==> config.mk <==
export PLATFORM = sky130hd
export DESIGN_NAME = module_serial_subtractor
export DESIGN_NICKNAME = d
export VERILOG_FILES = /design/src/rtl/module_serial_subtractor.sv
export SDC_FILE = /design/constraint.sdc
export NUM_CORES = 1
export LEC_CHECK = 0
export CAP_MARGIN = 10
export CORE_UTILIZATION = 52
export CTS_BUF_LIST = sky130_fd_sc_hd__clkbuf_8 sky130_fd_sc_hd__clkbuf_16
export CTS_CLUSTER_DIAMETER = 200
export DETAILED_ROUTE_END_ITERATION = 8
export GPL_TIMING_DRIVEN = 0
export PLACE_DENSITY = 0.78
export SLEW_MARGIN = 20
export SYNTH_ARGS = -nofsm -noshare
export SYNTH_HDL_FRONTEND = slang
export SYNTH_SLANG_ARGS = --single-unit
==> constraint.sdc <==
create_clock -name i_clk -period 2 [get_ports i_clk]
set_clock_uncertainty 0.2 [all_clocks]
set_input_delay 0.2 -clock i_clk [delete_from_list [all_inputs] [get_ports i_clk]]
set_output_delay 0.2 -clock i_clk [all_outputs]
set_load 0.01 [all_outputs]
==> src/rtl/module_serial_subtractor.sv <==
// Bit-serial subtractor: computes A - B one bit per clock, LSB first,
// with registered difference, borrow-out and signed overflow.
module module_serial_subtractor #(
    parameter int WIDTH = 8
) (
    input  logic             i_clk,
    input  logic             i_rst_n,
    input  logic             i_start,
    input  logic [WIDTH-1:0] i_minuend,
    input  logic [WIDTH-1:0] i_subtrahend,
    output logic             o_busy,
    output logic             o_done,
    output logic [WIDTH-1:0] o_diff,
    output logic             o_borrow,
    output logic             o_overflow
);

    localparam int CW = $clog2(WIDTH) + 1;

    typedef enum logic [1:0] {
        IDLE,
        RUN,
        DONE
    } state_t;

    state_t state_q, state_d;

    logic             armed_q;
    logic [WIDTH-1:0] a_q;
    logic [WIDTH-1:0] b_q;
    logic [WIDTH-1:0] res_q;
    logic             bin_q;
    logic [CW-1:0]    cnt_q;

    logic a_bit;
    logic b_bit;
    logic d_bit;
    logic bout;
    logic last;
    logic accept;

    assign a_bit  = a_q[0];
    assign b_bit  = b_q[0];
    assign d_bit  = a_bit ^ b_bit ^ bin_q;
    assign bout   = (~a_bit & b_bit) | (~(a_bit ^ b_bit) & bin_q);
    assign last   = (cnt_q == CW'(WIDTH - 1));
    assign accept = (state_q == IDLE) && i_start && armed_q;

    always_ff @(posedge i_clk or negedge i_rst_n) begin
        if (!i_rst_n) begin
            state_q <= IDLE;
        end else begin
            state_q <= state_d;
        end
    end

    always_comb begin
        state_d = state_q;
        case (state_q)
            IDLE:    if (accept) state_d = RUN;
            RUN:     if (last) state_d = DONE;
            DONE:    state_d = IDLE;
            default: state_d = IDLE;
        endcase
    end

    // Blocks acceptance on the first edge after reset release.
    always_ff @(posedge i_clk or negedge i_rst_n) begin
        if (!i_rst_n) begin
            armed_q <= 1'b0;
        end else begin
            armed_q <= 1'b1;
        end
    end

    always_ff @(posedge i_clk or negedge i_rst_n) begin
        if (!i_rst_n) begin
            a_q        <= '0;
            b_q        <= '0;
            res_q      <= '0;
            bin_q      <= 1'b0;
            cnt_q      <= '0;
            o_busy     <= 1'b0;
            o_done     <= 1'b0;
            o_diff     <= '0;
            o_borrow   <= 1'b0;
            o_overflow <= 1'b0;
        end else begin
            o_busy <= (state_d == RUN);
            o_done <= (state_d == DONE);
            if (accept) begin
                a_q   <= i_minuend;
                b_q   <= i_subtrahend;
                res_q <= '0;
                bin_q <= 1'b0;
                cnt_q <= '0;
            end else if (state_q == RUN) begin
                a_q   <= a_q >> 1;
                b_q   <= b_q >> 1;
                res_q <= {d_bit, res_q[WIDTH-1:1]};
                bin_q <= bout;
                cnt_q <= cnt_q + CW'(1);
                // On the last bit the shift registers hold the operand MSBs.
                if (last) begin
                    o_diff     <= {d_bit, res_q[WIDTH-1:1]};
                    o_borrow   <= bout;
                    o_overflow <= (a_bit != b_bit) && (d_bit != a_bit);
                end
            end
        end
    end

endmodule

==> reports/results.ini <==
[grt]
grt_pass1_wl_mm=5.75
antenna_found_initial=0
gr-usage-all-layers_pct=21.3
grt_pass1_vias=1281
grt-ovfl-total=0
grt_max_degree=33

[route]
via_count=1363
viasPerCell=5.45
routed_wl_mm=3.50
drc=0
drtAntennaViolNets=0
drt-pass1-iter-count=4
drt_iter0_drc=61
wire_per_inst_microns=14.0

[cts]
clk_pin_slew_ps=90
cts_sinks=43
cts_buffer_depth=2
cts_max_level=2
insertion_delay_ps=300
cts_made_buffers=5
post_cts.repair.setup_buffers=0
cts_tree=built
cts_root_buffer=clkbuf_8

[placed_design]
gp_congestion=0.788
placedInstanceArea_sq_um=2240
dp_hpwl_mm=2.51
numPortBuffers=30

[synthesis]
synthXorXnorAreaFrac_pct=0.940
syn_area_per_cell_sq_um=11.4
synth_compound_area_share_pct=9.27
ys_warn_count=0
muxShareOfSynthArea_pct=5.98
synth_top_family_by_area=simple AND/OR/NAND/NOR gates
synth_area_sq_um=1860
syn_inst=164
synthAdderAreaFrac_pct=2.42
yosys.area.top_type=dfrtp_1
synth-seq-cells=43
synthesis.nets=186
synth_top_area_share_pct=57.8
async_flop_share_pct=100
synth_flop_cell=dfrtp_1
synth.area.top_cells=dfrtp_1, nand2_1, nand3_1
synth-edff-count=0
synth_commonest_cells=dfrtp_1, nand2_1, nand3_1
synth_most_common_cell=dfrtp_1
yosys.area_share.simple_pct=18.5
seq_area_frac_synth_pct=57.8
ys_types=30

[sta]
min_period_ps=1880
fmax_ghz=0.531
rsz0062_at_grt=false
setup_viol=0
hold_viol=0
drv_slew=0
worst_pin_slew_ps=502
relSlewSlack_pct=66.6
timing.hold.ws_ps=109
fin_crit_sh_pct=94.2

[finish]
drive_above_1_share_pct=17.2
syn2layout_area_growth_pct=25.6
nets=225
post-route-cell-area_sq_um=2340
diodes=0

[critical_path]
arrival_ps=1880
path_class=reg -> reg
max_stage_delay_ps=610
endpoint_kind=flip-flop
worstSetupStartpointType=flip-flop
cp_top_family=adder cells
path_buf_inv=1
cp_slowest_cell=fa_1
cp_cell_sequence=inv_1 -> fa_1 -> xor2_1 -> nor2_1 -> mux2_2
required_ps=2000
crit_path_max_fanout=3

[die]
die_h_microns=61.9
die_area_sq_um=3830
die_w_microns=61.9
initial_core_util_pct=55.0
core.rowCount=21
core_sq_um=3390
ioPinCount=31

[power_and_ir_drop]
irDropWorstVdd_mv=0.676
powerDensity_nw_per_um2=1410
p_leak_nw=1.10

[run]
cap_violations=0

[status]
outcome=completed

[min_path]
hp-class=in -> async

logic make-up (layout without fill, tap and decap cells):
family          after synthesis  after routing
fa+ha+maj                     3              3
simple gates                 72             72
xor+xnor                      2              2
other cells                   1              1
flops                        43             43
compound gates               19             19
buf+inv                      14             54
mux                          10             10
timing repair:
item,CTS,global route
endpoints found under the setup margin,0,0
hold buffers,1,0
resized for setup,0,0
hold endpoints to repair,43,0
through the flow:
stage	util [%]	setup slack (ps)	power [mW]	std cells	setup TNS, ps
detailed placement	66.0	147	2.76	241	0
floorplan	-	259	2.26	164	0
CTS	69.0	130	3.32	250	0
finish	69.0	117	3.29	250	0
global route	69.0	53.2	3.55	250	0
global placement	65.5	-503	2.68	240	-21550
per-layer routing:
metal	part of all wire (%)	GRT usage [%]
met5	0	0
met2	49	34.3
met1	44	27.2
met3	5.0	6.21
met4	1.5	8.57
power breakdown:
group	leakage, nW	total [mW]	switching [mW]	internal (mW)
Combinational	0.500	1.30	0.674	0.626
Sequential	0.555	1.43	0.223	1.20
Clock	0.0443	0.560	0.311	0.249
sequential cells by signal, summed over array words and instances (netlist names):
signal / count
o_done: 1
bin_q: 1
o_borrow: 1
res_q: 7
state_q: 2
a_q: 8
b_q: 8
armed_q: 1
o_diff: 8
o_overflow: 1
o_busy: 1
cnt_q: 4
cell type report:
type                       instances  area (sq um)
buffer                            12          85.1
clock buffer                       5          68.8
clock inverter                     3          25.0
fill                             259          1050
inverter                           2          7.51
multi-input combinational        107           694
sequential                        43          1080
tap                               46          57.6
timing repair buffer              32           325
final timing paths:
kind                       depth (start not counted)          from          to  slack [ps]
min reg2reg                                        2        b_q[1]      b_q[0]         300
max                                                5        a_q[0]  o_overflow         120
max in group asynchronous                          3       i_rst_n      b_q[7]        1040
min                                                2       i_rst_n   o_diff[1]         110
max reg2reg                                        5        a_q[0]  o_overflow         120
min in group i_clk                                 3  i_minuend[7]      a_q[7]         230
worst reg2reg max path: cells and delay by family (launching register included):
family | cells | cell delay (ps)
muxes | 1 | 250
DFF | 1 | 380
xor gates and xnor gates | 1 | 180
and+or+nand+nor | 1 | 60
buffers and inverters | 1 | 100
adders and majority gates | 1 | 610
cells in the final DEF (no fill, tap or decap), types with 3 or more instances in the layout:
cell type / n
dfrtp_1: 43
nand2_1: 36
clkdlybuf4s50_1: 29
nand3_1: 26
mux2_2: 8
a22oi_2: 7
a22oi_1: 6
clkbuf_8: 5
clkbuf_1: 4
buf_4: 3
buf_2: 3
o21ai_0: 3
Note: power is estimated with default switching activity, not from simulation.
